<file path="src/rtl/mem_arbiter_if.sv">
// Request/acknowledge channel between one memory master and the memory arbiter.
// The master drives the request fields; the arbiter returns the ack pulse and read data.
interface mem_arbiter_if #(
   parameter int ADDR_WIDTH = 6,
   parameter int DATA_WIDTH = 16
);
   logic                  req;
   logic                  we;
   logic [ADDR_WIDTH-1:0] addr;
   logic [DATA_WIDTH-1:0] data;
   logic                  ack;
   logic [DATA_WIDTH-1:0] rdata;

   modport master (output req, we, addr, data, input ack, rdata);
   modport slave  (input req, we, addr, data, output ack, rdata);
endinterface

</file>
<file path="src/rtl/mem_arbiter.sv">
// Round-robin arbiter giving two masters serialized access to a single-port memory
// with registered (1-cycle) read latency; IDLE -> ACCESS -> RESP per transaction.
module mem_arbiter #(
   parameter int ADDR_WIDTH = 6,
   parameter int DATA_WIDTH = 16
) (
   input  logic                  clk,
   input  logic                  rst,
   mem_arbiter_if.slave          r0_if,
   mem_arbiter_if.slave          r1_if,
   output logic                  mem_we_o,
   output logic [ADDR_WIDTH-1:0] mem_addr_o,
   output logic [DATA_WIDTH-1:0] mem_data_o,
   input  logic [DATA_WIDTH-1:0] mem_out_i,
   output logic                  busy_o
);

   typedef enum logic [1:0] {
      IDLE   = 2'd0,
      ACCESS = 2'd1,
      RESP   = 2'd2
   } state_t;

   state_t                state_q;
   logic                  owner_q;
   logic                  last_grant_q;
   logic                  ack0_q;
   logic                  ack1_q;
   logic                  busy_q;
   logic                  mem_we_q;
   logic [ADDR_WIDTH-1:0] mem_addr_q;
   logic [DATA_WIDTH-1:0] mem_data_q;

   logic                  cand0_s;
   logic                  cand1_s;
   logic                  grant_s;
   logic                  winner_s;
   logic                  win_we_s;
   logic [ADDR_WIDTH-1:0] win_addr_s;
   logic [DATA_WIDTH-1:0] win_data_s;

   // Arbitration: the owner's request is stale during RESP and must not win again.
   always_comb begin
      cand0_s = r0_if.req && !((state_q == RESP) && (owner_q == 1'b0));
      cand1_s = r1_if.req && !((state_q == RESP) && (owner_q == 1'b1));
      grant_s = ((state_q == IDLE) || (state_q == RESP)) && (cand0_s || cand1_s);
      if (cand0_s && cand1_s) begin
         winner_s = ~last_grant_q;
      end else begin
         winner_s = cand1_s;
      end
      if (winner_s) begin
         win_we_s   = r1_if.we;
         win_addr_s = r1_if.addr;
         win_data_s = r1_if.data;
      end else begin
         win_we_s   = r0_if.we;
         win_addr_s = r0_if.addr;
         win_data_s = r0_if.data;
      end
   end

   // Transaction FSM with registered memory controls, acks and busy.
   always_ff @(posedge clk or posedge rst) begin
      if (rst) begin
         state_q      <= IDLE;
         owner_q      <= 1'b0;
         last_grant_q <= 1'b1;
         ack0_q       <= 1'b0;
         ack1_q       <= 1'b0;
         busy_q       <= 1'b0;
         mem_we_q     <= 1'b0;
         mem_addr_q   <= {ADDR_WIDTH{1'b0}};
         mem_data_q   <= {DATA_WIDTH{1'b0}};
      end else begin
         case (state_q)
            IDLE, RESP: begin
               ack0_q <= 1'b0;
               ack1_q <= 1'b0;
               if (grant_s) begin
                  state_q      <= ACCESS;
                  busy_q       <= 1'b1;
                  owner_q      <= winner_s;
                  last_grant_q <= winner_s;
                  mem_we_q     <= win_we_s;
                  mem_addr_q   <= win_addr_s;
                  mem_data_q   <= win_data_s;
               end else begin
                  state_q  <= IDLE;
                  busy_q   <= 1'b0;
                  mem_we_q <= 1'b0;
               end
            end
            ACCESS: begin
               state_q  <= RESP;
               busy_q   <= 1'b1;
               mem_we_q <= 1'b0;
               ack0_q   <= ~owner_q;
               ack1_q   <= owner_q;
            end
            default: begin
               state_q  <= IDLE;
               busy_q   <= 1'b0;
               mem_we_q <= 1'b0;
               ack0_q   <= 1'b0;
               ack1_q   <= 1'b0;
            end
         endcase
      end
   end

   assign mem_we_o   = mem_we_q;
   assign mem_addr_o = mem_addr_q;
   assign mem_data_o = mem_data_q;
   assign busy_o     = busy_q;

   // Read data comes straight from the memory; it is only meaningful alongside a read ack.
   assign r0_if.ack   = ack0_q;
   assign r1_if.ack   = ack1_q;
   assign r0_if.rdata = mem_out_i;
   assign r1_if.rdata = mem_out_i;

endmodule

</file>
<file path="src/flat_wrapper.sv">
// flat-port wrapper written by rule: the top's interface ports become plain ports
module mem_arbiter_flat 
#(
   parameter int ADDR_WIDTH = 6,
   parameter int DATA_WIDTH = 16
)
  (clk, rst, mem_we_o, mem_addr_o, mem_data_o, mem_out_i, busy_o, r0_if_req, r0_if_we, r0_if_addr, r0_if_data, r0_if_ack, r0_if_rdata, r1_if_req, r1_if_we, r1_if_addr, r1_if_data, r1_if_ack, r1_if_rdata);
  mem_arbiter_if #(.ADDR_WIDTH(ADDR_WIDTH), .DATA_WIDTH(DATA_WIDTH)) r0_if_i ();
  mem_arbiter_if #(.ADDR_WIDTH(ADDR_WIDTH), .DATA_WIDTH(DATA_WIDTH)) r1_if_i ();
  input  logic clk;
  input  logic rst;
  output logic mem_we_o;
  output logic [ADDR_WIDTH-1:0] mem_addr_o;
  output logic [DATA_WIDTH-1:0] mem_data_o;
  input  logic [DATA_WIDTH-1:0] mem_out_i;
  output logic busy_o;
  input wire logic [$bits(r0_if_i.req)-1:0] r0_if_req;
  input wire logic [$bits(r0_if_i.we)-1:0] r0_if_we;
  input wire logic [$bits(r0_if_i.addr)-1:0] r0_if_addr;
  input wire logic [$bits(r0_if_i.data)-1:0] r0_if_data;
  output wire logic [$bits(r0_if_i.ack)-1:0] r0_if_ack;
  output wire logic [$bits(r0_if_i.rdata)-1:0] r0_if_rdata;
  input wire logic [$bits(r1_if_i.req)-1:0] r1_if_req;
  input wire logic [$bits(r1_if_i.we)-1:0] r1_if_we;
  input wire logic [$bits(r1_if_i.addr)-1:0] r1_if_addr;
  input wire logic [$bits(r1_if_i.data)-1:0] r1_if_data;
  output wire logic [$bits(r1_if_i.ack)-1:0] r1_if_ack;
  output wire logic [$bits(r1_if_i.rdata)-1:0] r1_if_rdata;
  assign r0_if_i.req = r0_if_req;
  assign r0_if_i.we = r0_if_we;
  assign r0_if_i.addr = r0_if_addr;
  assign r0_if_i.data = r0_if_data;
  assign r0_if_ack = r0_if_i.ack;
  assign r0_if_rdata = r0_if_i.rdata;
  assign r1_if_i.req = r1_if_req;
  assign r1_if_i.we = r1_if_we;
  assign r1_if_i.addr = r1_if_addr;
  assign r1_if_i.data = r1_if_data;
  assign r1_if_ack = r1_if_i.ack;
  assign r1_if_rdata = r1_if_i.rdata;
  mem_arbiter #(.ADDR_WIDTH(ADDR_WIDTH), .DATA_WIDTH(DATA_WIDTH)) u_core (.clk(clk), .rst(rst), .r0_if(r0_if_i), .r1_if(r1_if_i), .mem_we_o(mem_we_o), .mem_addr_o(mem_addr_o), .mem_data_o(mem_data_o), .mem_out_i(mem_out_i), .busy_o(busy_o));
endmodule
</file>
<file path="config.mk">
export PLATFORM = sky130hd
export DESIGN_NAME = mem_arbiter_flat
export DESIGN_NICKNAME = d
export VERILOG_FILES = /design/src/rtl/mem_arbiter_if.sv /design/src/rtl/mem_arbiter.sv /design/src/flat_wrapper.sv
export SDC_FILE = /design/constraint.sdc
export NUM_CORES = 1
export LEC_CHECK = 0
export BUFFER_PORTS_ARGS = -buffer_cell sky130_fd_sc_hd__buf_4
export CAP_MARGIN = 40
export CORE_MARGIN = 4
export CORE_UTILIZATION = 43
export DETAILED_ROUTE_END_ITERATION = 8
export HOLD_SLACK_MARGIN = 0.03
export PLACE_DENSITY_LB_ADDON = 0.3
export SYNTH_ARGS = -nofsm -noshare
export SYNTH_HDL_FRONTEND = slang
export SYNTH_SLANG_ARGS = --single-unit
</file>
<file path="constraint.sdc">
create_clock -name clk -period 3.5 [get_ports clk]
set_input_delay 0.175 -clock clk [delete_from_list [all_inputs] [get_ports clk]]
set_output_delay 0.175 -clock clk [all_outputs]
set_load 0.005 [all_outputs]
</file>
# After elaboration in Yosys (flattened, before gate mapping)
# Index checks and enable logic that the tools add are counted.
dict set report totals {
  reg_bits 30
  latch_bits 0
  ram_bits 0
  rom_bits 0
  output_inout_bits 58
  mem_count 0
}
dict set report classes {
  n_addsub 0
  mul 0
  div_mod_pow 0
  n_lt_le_gt_ge 0
  n_eq_ne 2
  shifts 0
  mux 12
  bitwise 2
  n_reduce_logical 13
}
# cell n
set ops {}
lappend ops {{$mux W16} 1}
lappend ops {{$mux W1} 8}
lappend ops {{$logic_and A1 B1 Y1} 6}
lappend ops {{$mux W6} 1}
lappend ops {{$pmux W2 S2} 1}
lappend ops {{$eq A2 B1 Y1 const B} 1}
lappend ops {{$eq A2 B2 Y1 const B} 1}
lappend ops {{$logic_not A1 Y1} 2}
lappend ops {{$logic_not A2 Y1} 1}
lappend ops {{$logic_or A1 B1 Y1} 2}
lappend ops {{$not A1 Y1} 2}
lappend ops {{$pmux W1 S2} 1}
lappend ops {{$reduce_and A2 Y1} 1}
lappend ops {{$reduce_or A2 Y1} 1}

# Depth between registers and ports, before layout
# Gate-level depths: netlist of run 1.
dict set report logic_depth {
  depth_word 9
  depth_mapped 5
}

# Least setup slack after synthesis of run 1
# Ideal clock, no wire load.
dict set report synth_timing {
  kind {register to register}
  start {register u_core.last_grant_q}
  end {register u_core.mem_data_q[13] (netlist: u_core.mem_data_o[13])}
  arrival_ns 1.350
  slack_ns 2.028
  stages_incl_launch_ff 6
  path_buffers 1
  path_cell_list {dfstp_2 nand2_1 o211ai_4 buf_8 mux2i_1 o21ai_2}
}
dict set report synth_via {
  elab_chain_len 3
}
# item line
set synth_lines {}
lappend synth_lines {{start: declaration} mem_arbiter.sv:26} ;# logic last_grant_q;
lappend synth_lines {{start signal: assignment} mem_arbiter.sv:84} ;# last_grant_q <= winner_s;
lappend synth_lines {{$not A1 Y1} mem_arbiter.sv:48} ;# winner_s = ~last_grant_q;
lappend synth_lines {{$mux W1} mem_arbiter.sv:47} ;# if (cand0_s && cand1_s) begin
lappend synth_lines {{$mux W16} mem_arbiter.sv:52} ;# if (winner_s) begin
lappend synth_lines {{end signal: assignment} mem_arbiter.sv:74} ;# mem_data_q <= {DATA_WIDTH{1'b0}};
lappend synth_lines {{end signal: assignment} mem_arbiter.sv:87} ;# mem_data_q <= win_data_s;
lappend synth_lines {{end: declaration} mem_arbiter.sv:32} ;# logic [DATA_WIDTH-1:0] mem_data_q;
# No other way between the ends.
# A chain may end at the register's enable or synchronous reset.

# Worst setup path in the final report of run 1
dict set report layout_timing {
  start {register u_core.last_grant_q}
  end {register u_core.mem_addr_q[3] (netlist: u_core.mem_addr_o[3])}
}
dict set report layout_via {
  elab_chain_len 3
}
# item line
set layout_lines {}
lappend layout_lines {{$not A1 Y1} mem_arbiter.sv:48}
lappend layout_lines {{$mux W1} mem_arbiter.sv:47}
lappend layout_lines {{$mux W6} mem_arbiter.sv:52}
lappend layout_lines {{end signal: assignment} mem_arbiter.sv:73} ;# mem_addr_q <= {ADDR_WIDTH{1'b0}};
lappend layout_lines {{end signal: assignment} mem_arbiter.sv:86} ;# mem_addr_q <= win_addr_s;
lappend layout_lines {{end: declaration} mem_arbiter.sv:31} ;# logic [ADDR_WIDTH-1:0] mem_addr_q;
# No other way between the ends.

==> results.cfg, run 1 <==
[critical_path]
setup_crit_start_kind = flip-flop
source_of_the_critical_timing_path = u_core.last_grant_q
critPathArrivalTime_ns = 1.78
critical_path_required_ns = 3.63
worst-path-max-fanout = 19
crit-reg2reg-launch = u_core.last_grant_q
critical_path.endpoint_type = flip-flop
reg2reg_slack_ns = 1.85
critical_path_class = flip-flop to flip-flop

[route]
drtPass1Iterations = 4
route.detailed.vias_per_inst = 4.72
dr.first_iter.drc_count = 42
drc = 0
route.antenna.remaining_nets = 0
detailroute.via_count = 1180
route.final.wire_length_um = 3440
post_drt_wl_per_cell_um = 13.7

[pwr]
ir_drop_mv = 0.344
clockPowerShare = 0.175
power_leakage_nw = 1.12
sequentialPowerShare = 0.384
switching_share = 0.333
combPwrFrac = 0.441
power.density_cell_area_mw_per_mm2 = 752
p_sw_mw = 0.535
intPower_mw = 1.07
finalPower_mw = 1.61

[placement]
detailedPlacementHpwl_um = 2780
gp_congestion = 0.773
io_buffer_count = 75
dp_slack_ns = 1.83
placedInstanceArea_mm2 = 0.00203
placed_cells_incl_taps = 241

[logic_synthesis]
synth-seq-cells = 30
synth.yosys.seq_area_share = 0.468
post_synth_instance_area_mm2 = 0.00161
netlist.top_cell.by_area = sky130_fd_sc_hd__dfrtp_1
post_synth.cell_area_avg_um2 = 10.3
synth_warnings = 0
post_synth_inst_count = 156
synth_largest_type_area_fraction = 0.452
cell_types_with_the_largest_area_share_after_synthesis = sky130_fd_sc_hd__dfrtp_1 (45%), sky130_fd_sc_hd__buf_4 (15%), sky130_fd_sc_hd__mux2i_1 (14%), sky130_fd_sc_hd__nand2_1 (6.1%), sky130_fd_sc_hd__o21ai_1 (4.7%)
post_synthesis_net_count = 222
yosys.cell_types.count = 21

[run]
drv.max_cap_violation_count = 0

[timing]
layout_min_cycle_time_ns = 1.65
clock.fmax_ghz = 0.606
finalHoldWorstSlack_ns = 0.147
max_slew.worst_pin.slew_ns = 0.527
maxSlewViolCount = 0
report.final.hold_viol_count = 0
unrepaired_setup_endpoints_after_global_routing = false
final_min_period_over_clock_period = 0.472
slew-limit-headroom = 0.648
timing.setup.tns_ns = 0
setup_viol = 0
min_setup_slack_post_route_ns = 1.85
fin_worst_skew_ns = 0.00251

[clock_tree]
cts_resized = 0
clk_path_buf_depth = 2
tritoncts_clock_tree = yes
cts_root_buffer = sky130_fd_sc_hd__clkbuf_8
later_pin_clock_latency_in_the_skew_report_ns = 0.27
cts.sink_count = 30
cts_buffers = 5
clk_transition_reported_paths_ns = 0.06
post-cts-setup-buffers = 0
cts_hold_buffers = 1
htreeDepth = 2

[finish]
flow.area_growth_from_synthesis_pct = 33.0
final_design_area_no_fill_mm2 = 0.00214
drive_gt1_frac = 0.456
num_antenna_cells = 0
final_cell_count_without_fillers = 250
fin_nets = 269
final_util = 0.616

[die]
floorplan.io_pins = 124
die_height_um = 69.1
placement_row_count = 21
coreArea_mm2 = 0.00347
initial_utilization = 0.463
die_x_um = 69.1
dieArea_mm2 = 0.00477

[status]
outcome = completed

[grt]
antenna_found_initial = 0
maximum_number_of_pins_on_one_net_before_global_route_repair = 36
grt_overflow_total = 0
gr-usage-all-layers = 0.154
first_global_vias = 1248
grt_first_pass_wirelength_um = 5890

[worst_hold_path]
worstHoldPathType = input pin to flip-flop
hold_path.startpoint = r0_if_we
placed cells by master, fill, tap and decap left out:
cell type / netlist / final
sky130_fd_sc_hd__clkbuf_8: 0 / 6
sky130_fd_sc_hd__nor2_1: 2 / 2
sky130_fd_sc_hd__clkinvlp_4: 0 / 1
sky130_fd_sc_hd__dlygate4sd3_1: 0 / 1
sky130_fd_sc_hd__or2b_2: 1 / 1
sky130_fd_sc_hd__a21boi_0: 1 / 1
sky130_fd_sc_hd__nand2b_1: 1 / 1
sky130_fd_sc_hd__o221ai_4: 0 / 1
sky130_fd_sc_hd__buf_4: 32 / 75
sky130_fd_sc_hd__nand3b_1: 1 / 1
sky130_fd_sc_hd__dfrtp_1: 29 / 29
sky130_fd_sc_hd__nand2_1: 26 / 26
sky130_fd_sc_hd__o21ai_2: 2 / 2
sky130_fd_sc_hd__and2_1: 1 / 1
sky130_fd_sc_hd__o21ai_0: 7 / 7
sky130_fd_sc_hd__mux2i_1: 23 / 23
sky130_fd_sc_hd__o211ai_4: 1 / 1
sky130_fd_sc_hd__clkinv_2: 0 / 1
sky130_fd_sc_hd__buf_16: 0 / 3
sky130_fd_sc_hd__dfstp_2: 1 / 1
sky130_fd_sc_hd__inv_1: 4 / 4
sky130_fd_sc_hd__nor2b_4: 1 / 1
sky130_fd_sc_hd__o21ai_1: 15 / 15
synthesized netlist by cell type, drive strengths merged:
cell type and number:
a21boi 1, dfstp 1, o21ai 24, nand2 26
mux2i 23, dfrtp 29, inv 4, nor2b 1
buf 37, clkbuf 2, o211ai 1, or2b 1
nand2b 1, nor2 2, o221ai 1, nand3b 1
and2 1
worst max-delay path, stage by stage, from the launching register on:
cell                       delay [ns]
sky130_fd_sc_hd__dfstp_2         0.53
sky130_fd_sc_hd__nand2_1         0.08
sky130_fd_sc_hd__o211ai_4        0.38
sky130_fd_sc_hd__buf_16          0.23
sky130_fd_sc_hd__mux2i_1         0.20
sky130_fd_sc_hd__o21ai_0         0.09
logic make-up (layout without fill, tap and decap cells):
logic type,Yosys count,count (layout),share of synthesized area
muxes,23,23,0.143
and+or+nand+nor,33,33,0.0920
buffers and inverters,43,91,0.193
AOI/OAI and AO/OA,27,27,0.103
DFF,30,30,0.468
area by class of cell:
class	instances	area, µm²
timing repair buffer	79	656
clock buffer	6	82.6
multi-input combinational	83	561
clock inverter	2	12.5
inverter	4	15.0
tap	46	57.6
sequential	30	752
fill	318	1330
power groups by stage:
stage	combinational, mW	sequential [mW]	clock (mW)
detailed placement	0.725	0.626	0
global route	0.790	0.640	0.308
global placement	0.649	0.616	0
CTS	0.726	0.620	0.290
floorplan	0.373	0.621	0
finish	0.708	0.617	0.280
per-layer routing:
metal | vias to the layer above | wire length, µm | track usage
met5 | - | 0 | 0
met1 | 543 | 1140 | 0.156
li1 | 583 | - | -
met3 | 19 | 220 | 0.0494
met4 | 0 | 111 | 0.0954
met2 | 35 | 1970 | 0.271
final timing paths:
check / to / cells after the start
setup reg to reg: u_core.mem_addr_o[3] / 5
setup / recovery: u_core.mem_addr_o[3] / 5
hold reg to reg: u_core.mem_data_o[13] / 2
hold / removal: u_core.mem_we_o / 3
max in group asynchronous: u_core.last_grant_q / 4
min in group asynchronous: u_core.mem_addr_o[4] / 3
registers in the layout, indices dropped and copies added, names as in the netlist:
signal and count:
u_core.mem_addr_o 6, u_core.owner_q 1, u_core.mem_data_o 16, u_core.r0_if.ack 1, u_core.mem_we_o 1, u_core.last_grant_q 1
u_core.r1_if.ack 1, u_core.state_q 2, u_core.busy_o 1
(Power assumes the default switching activity.)
==> inputs of run 2 (changes only) <==
CORE_UTILIZATION = 36   (was 43)
clock period = 1.49 ns   (was 3.5 ns; I/O delays follow)
==> results.cfg, run 2 (synthesized netlist as in run 1, its figures left out) <==
[pwr]
power.density_cell_area_mw_per_mm2 = 1830
sequentialPowerShare = 0.366
switching_share = 0.320
clockPowerShare = 0.206
power_leakage_nw = 1.13
intPower_mw = 2.69
finalPower_mw = 3.96
p_sw_mw = 1.27
combPwrFrac = 0.428
ir_drop_mv = 0.648

[timing]
max_slew.worst_pin.slew_ns = 0.371
fin_worst_skew_ns = 0.00302
slew-limit-headroom = 0.752
final_min_period_over_clock_period = 0.978
unrepaired_setup_endpoints_after_global_routing = true
maxSlewViolCount = 0
setup_viol = 0
report.final.hold_viol_count = 0
layout_min_cycle_time_ns = 1.46
clock.fmax_ghz = 0.686

[clock_tree]
later_pin_clock_latency_in_the_skew_report_ns = 0.27
tritoncts_clock_tree = yes
cts_root_buffer = sky130_fd_sc_hd__clkbuf_8
post-cts-setup-buffers = 0
cts_buffers = 5
htreeDepth = 2
cts.sink_count = 30
clk_path_buf_depth = 2
clk_transition_reported_paths_ns = 0.06

[grt]
antenna_found_initial = 0
maximum_number_of_pins_on_one_net_before_global_route_repair = 32
grt_first_pass_wirelength_um = 5620
grt_overflow_total = 0
gr-usage-all-layers = 0.135
first_global_vias = 1250

[die]
die_height_um = 74.8
dieArea_mm2 = 0.00559
placement_row_count = 24
die_x_um = 74.8
coreArea_mm2 = 0.00432
floorplan.io_pins = 124
initial_utilization = 0.371

[finish]
leading_cell_type_in_the_layout_fill_and_taps_excluded = sky130_fd_sc_hd__buf_4
final_design_area_no_fill_mm2 = 0.00216
flow.area_growth_from_synthesis_pct = 34.8
drive_gt1_frac = 0.481
num_antenna_cells = 0
fin_nets = 274
largest_reg_flops = 16
final_cell_mix = sky130_fd_sc_hd__buf_4 (81), sky130_fd_sc_hd__dfrtp_1 (29), sky130_fd_sc_hd__nand2_1 (25)
fill_cell_count = 412

[route]
dr.first_iter.drc_count = 36
drtPass1Iterations = 4
drc = 0
route.antenna.remaining_nets = 0
detailroute.via_count = 1182
route.detailed.vias_per_inst = 4.55
post_drt_wl_per_cell_um = 13.5
route.final.wire_length_um = 3500

[critical_path]
slowest_delay_ns = 0.53
critical_path.endpoint_type = flip-flop
critical_path_class = flip-flop to flip-flop
critical_path.slowest_cell = sky130_fd_sc_hd__dfstp_2
critPathArrivalTime_ns = 1.62
critical_path_required_ns = 1.66
timing.critical_path.cells = nand2_2 > o211ai_4 > buf_4 > mux2i_1 > o21ai_2
setup_crit_start_kind = flip-flop
reg2reg_slack_ns = 0.03
worst-path-max-fanout = 8

[placement]
gp_congestion = 0.816
placedInstanceArea_mm2 = 0.00203
detailedPlacementHpwl_um = 2680
io_buffer_count = 75

[run]
drv.max_cap_violation_count = 0

[status]
outcome = completed

[worst_hold_path]
worstHoldPathType = input pin to flip-flop
[run 2: changes by cell type in the layout (fill, tap and decap cells not counted)]
cell / delta
sky130_fd_sc_hd__a21boi_1: +1
sky130_fd_sc_hd__mux2i_2: +2
sky130_fd_sc_hd__mux2i_1: -2
sky130_fd_sc_hd__nand2_2: +1
sky130_fd_sc_hd__bufinv_16: +1
sky130_fd_sc_hd__nand2_1: -1
sky130_fd_sc_hd__buf_4: +6
sky130_fd_sc_hd__clkinvlp_4: -1
sky130_fd_sc_hd__buf_16: -3
sky130_fd_sc_hd__buf_12: +1
sky130_fd_sc_hd__a21boi_0: -1
sky130_fd_sc_hd__buf_6: +1
sky130_fd_sc_hd__clkinv_2: -1
[run 2: timing repair]
item                                    CTS  global route
resized for setup                         0             5
endpoints found under the hold margin    29             0
hold buffers                              1             0
endpoints found under the setup margin    0            24
[run 2: worst max-delay path, delay by kind of cell, from the launching register on]
kind	cells	cell delay [ns]
flops	1	0.53
compound gates	2	0.27
buf+inv	1	0.23
mux	1	0.25
simple gates	1	0.06
[run 2: final timing paths]
check / cells after the start / to / from
max: 5 / u_core.mem_addr_o[0] / u_core.last_grant_q
max in group asynchronous: 4 / u_core.last_grant_q / rst
min: 3 / u_core.mem_we_o / r1_if_we
min reg2reg: 2 / u_core.mem_addr_o[2] / u_core.mem_addr_o[2]
min in group asynchronous: 4 / u_core.mem_data_o[15] / rst
max reg2reg: 5 / u_core.mem_addr_o[0] / u_core.last_grant_q
[run 2: layout make-up]
class	instances	area, µm²	share of cell area
clock buffers	6	82.6	0.0382
clock inverters	1	30.0	0.0139
inverters	4	15.0	0.00694
multi-input cells	83	571	0.264
flip-flops and latches	30	752	0.347
well taps	52	65.1	0.0301
repair buffers	84	649	0.300
[run 2: routing by layer]
layer	global-route usage	vias up	share of wire
met5	0	-	0
met1	0.160	525	0.40
met2	0.214	58	0.47
met4	0.0771	0	0.027
li1	-	586	-
met3	0.0454	13	0.096
[run 2: power by group through the flow]
stage / clock network [mW] / registers, mW / logic (mW)
after floorplan: 0 / 1.46 / 0.877
after global placement: 0 / 1.45 / 1.68
after detailed placement: 0 / 1.46 / 1.72
after CTS: 0.842 / 1.45 / 1.72
after global routing: 0.885 / 1.51 / 1.91
final: 0.815 / 1.45 / 1.70
[run 2: metrics by stage]
stage	hold slack (ns)	std cells	setup slack, ns	TNS [ns]	util
floorplan	0.165	156	0.0183	0	-
global route	0.0735	260	-0.0624	-0.680	0.501
finish	0.0700	260	0.0330	0	0.501
detailed placement	0.149	252	0.0246	0	0.469
CTS	0.0617	260	0.00609	0	0.497
global placement	0.149	252	0.0275	0	0.469
==> inputs of run 3 (changes only) <==
CORE_MARGIN = default   (was 4)
==> results.cfg, run 3 (synthesized netlist as in run 1, its figures left out) <==
[placement]
io_buffer_count = 75
placed_cells_incl_taps = 249
dp_slack_ns = 0.0211
detailedPlacementHpwl_um = 2300
gp_congestion = 0.727

[finish]
final_cell_mix = sky130_fd_sc_hd__buf_4 (80), sky130_fd_sc_hd__dfrtp_1 (29), sky130_fd_sc_hd__nand2_1 (25)
fin_nets = 273
largest_reg_flops = 16
flow.area_growth_from_synthesis_pct = 33.0
drive_gt1_frac = 0.466
final_cell_count_without_fillers = 258
leading_cell_type_in_the_layout_fill_and_taps_excluded = sky130_fd_sc_hd__buf_4
num_antenna_cells = 0

[clock_tree]
htreeDepth = 2
cts.sink_count = 30
clk_transition_reported_paths_ns = 0.06
cts_buffers = 5
later_pin_clock_latency_in_the_skew_report_ns = 0.27
tritoncts_clock_tree = yes
clk_path_buf_depth = 2
cts_root_buffer = sky130_fd_sc_hd__clkbuf_8

[timing]
setup_viol = 0
fin_worst_skew_ns = 0.00781
timing.setup.tns_ns = 0
slew-limit-headroom = 0.751
unrepaired_setup_endpoints_after_global_routing = true
min_setup_slack_post_route_ns = 0.0635
max_slew.worst_pin.slew_ns = 0.374
final_min_period_over_clock_period = 0.957
layout_min_cycle_time_ns = 1.43
maxSlewViolCount = 0
clock.fmax_ghz = 0.701
report.final.hold_viol_count = 0

[critical_path]
timing.rr.end = u_core.mem_addr_o[0]
worst-path-max-fanout = 16
critical_path.endpoint_type = flip-flop
reg2reg_slack_ns = 0.06
critical_path_class = flip-flop to flip-flop
timing.reg2reg.worst_path_depth = 5
critPathArrivalTime_ns = 1.59
crit-reg2reg-launch = u_core.last_grant_q
setup_crit_start_kind = flip-flop
critical_path_required_ns = 1.65

[pwr]
clockPowerShare = 0.172
ir_drop_mv = 0.655
intPower_mw = 2.53
power_leakage_nw = 1.13
finalPower_mw = 3.76
p_sw_mw = 1.23
power.density_cell_area_mw_per_mm2 = 1760
sequentialPowerShare = 0.383
combPwrFrac = 0.446
switching_share = 0.327

[route]
route.detailed.vias_per_inst = 4.49
route.antenna.remaining_nets = 0
drtPass1Iterations = 4
drc = 0
route.final.wire_length_um = 3090
detailroute.via_count = 1158
post_drt_wl_per_cell_um = 12.0
dr.first_iter.drc_count = 34

[worst_hold_path]
worstHoldPathType = input pin to flip-flop
hold_path.startpoint = r1_if_we
min_delay_worst_endpoint = u_core.mem_we_o
hold_path_depth = 3

[die]
die_x_um = 68.8
dieArea_mm2 = 0.00473
coreArea_mm2 = 0.00414
placement_row_count = 23
floorplan.io_pins = 124
initial_utilization = 0.387
die_height_um = 68.8

[grt]
grt_first_pass_wirelength_um = 4920
maximum_number_of_pins_on_one_net_before_global_route_repair = 35
grt_overflow_total = 0
gr-usage-all-layers = 0.148
first_global_vias = 1096
antenna_found_initial = 0

[status]
outcome = completed

[run]
drv.max_cap_violation_count = 0
[run 3: area by class of cell]
cell class | instances | area (µm²)
timing repair buffer | 83 | 651
tap | 50 | 62.6
sequential | 30 | 752
clock inverter | 1 | 5.00
inverter | 4 | 15.0
multi-input combinational | 83 | 563
clock buffer | 7 | 86.3
fill | 408 | 2010
[run 3: how the worst max path moves through the flow]
| stage | start | slack (ns) | to | cells after the start |
|---|---|---|---|---|
| 2_1_floorplan | u_core.last_grant_q | 0.02 | u_core.mem_data_o[13] | 5 |
| 3_3_place_gp | u_core.last_grant_q | 0.06 | u_core.mem_addr_o[0] | 5 |
| 3_5_place_dp | u_core.last_grant_q | 0.02 | u_core.mem_addr_o[2] | 5 |
| 4_1_cts | u_core.last_grant_q | 0.02 | u_core.mem_addr_o[5] | 5 |
| 5_1_grt | u_core.state_q[1] | -0.03 | u_core.mem_addr_o[5] | 5 |
| 6_report | u_core.last_grant_q | 0.06 | u_core.mem_addr_o[0] | 5 |
[run 3: power groups by stage]
stage          logic, mW  registers [mW]  clock network [mW]
3_3_place_gp        1.68            1.44                   0
3_5_place_dp        1.71            1.44                   0
6_report            1.68            1.44               0.645
2_1_floorplan      0.877            1.46                   0
4_1_cts             1.71            1.44               0.670
5_1_grt             1.89            1.49               0.712
[run 3: routing by layer]
layer | track usage | wire length [µm] | vias to the layer above
li1 | - | - | 585
met1 | 0.151 | 1250 | 502
met2 | 0.235 | 1400 | 54
met3 | 0.0691 | 332 | 17
met4 | 0.110 | 104 | 0
met5 | 0 | 0 | -
[run 3: worst max-delay path, cell delays in order (launching register included)]
cell and delay [ns]:
sky130_fd_sc_hd__dfstp_2 0.54, sky130_fd_sc_hd__nand2_2 0.07, sky130_fd_sc_hd__o211ai_4 0.20, sky130_fd_sc_hd__buf_12 0.20, sky130_fd_sc_hd__mux2i_1 0.24, sky130_fd_sc_hd__o21ai_2 0.07
[run 3: per-stage QoR]
stage | area, µm² | hold slack (ns) | utilization
5_1_grt | 2130 | 0.0631 | 0.515
3_5_place_dp | 2030 | 0.149 | 0.490
4_1_cts | 2130 | 0.0471 | 0.514
2_1_floorplan | 1610 | 0.165 | -
3_3_place_gp | 2030 | 0.149 | 0.490
6_report | 2130 | 0.0598 | 0.515
[run 3: what timing repair did]
action / in CTS / in global routing
resized for setup: 0 / 3
hold endpoints to repair: 29 / 0
hold buffers: 1 / 0
endpoints found under the setup margin: 0 / 11
setup buffers: 0 / 0
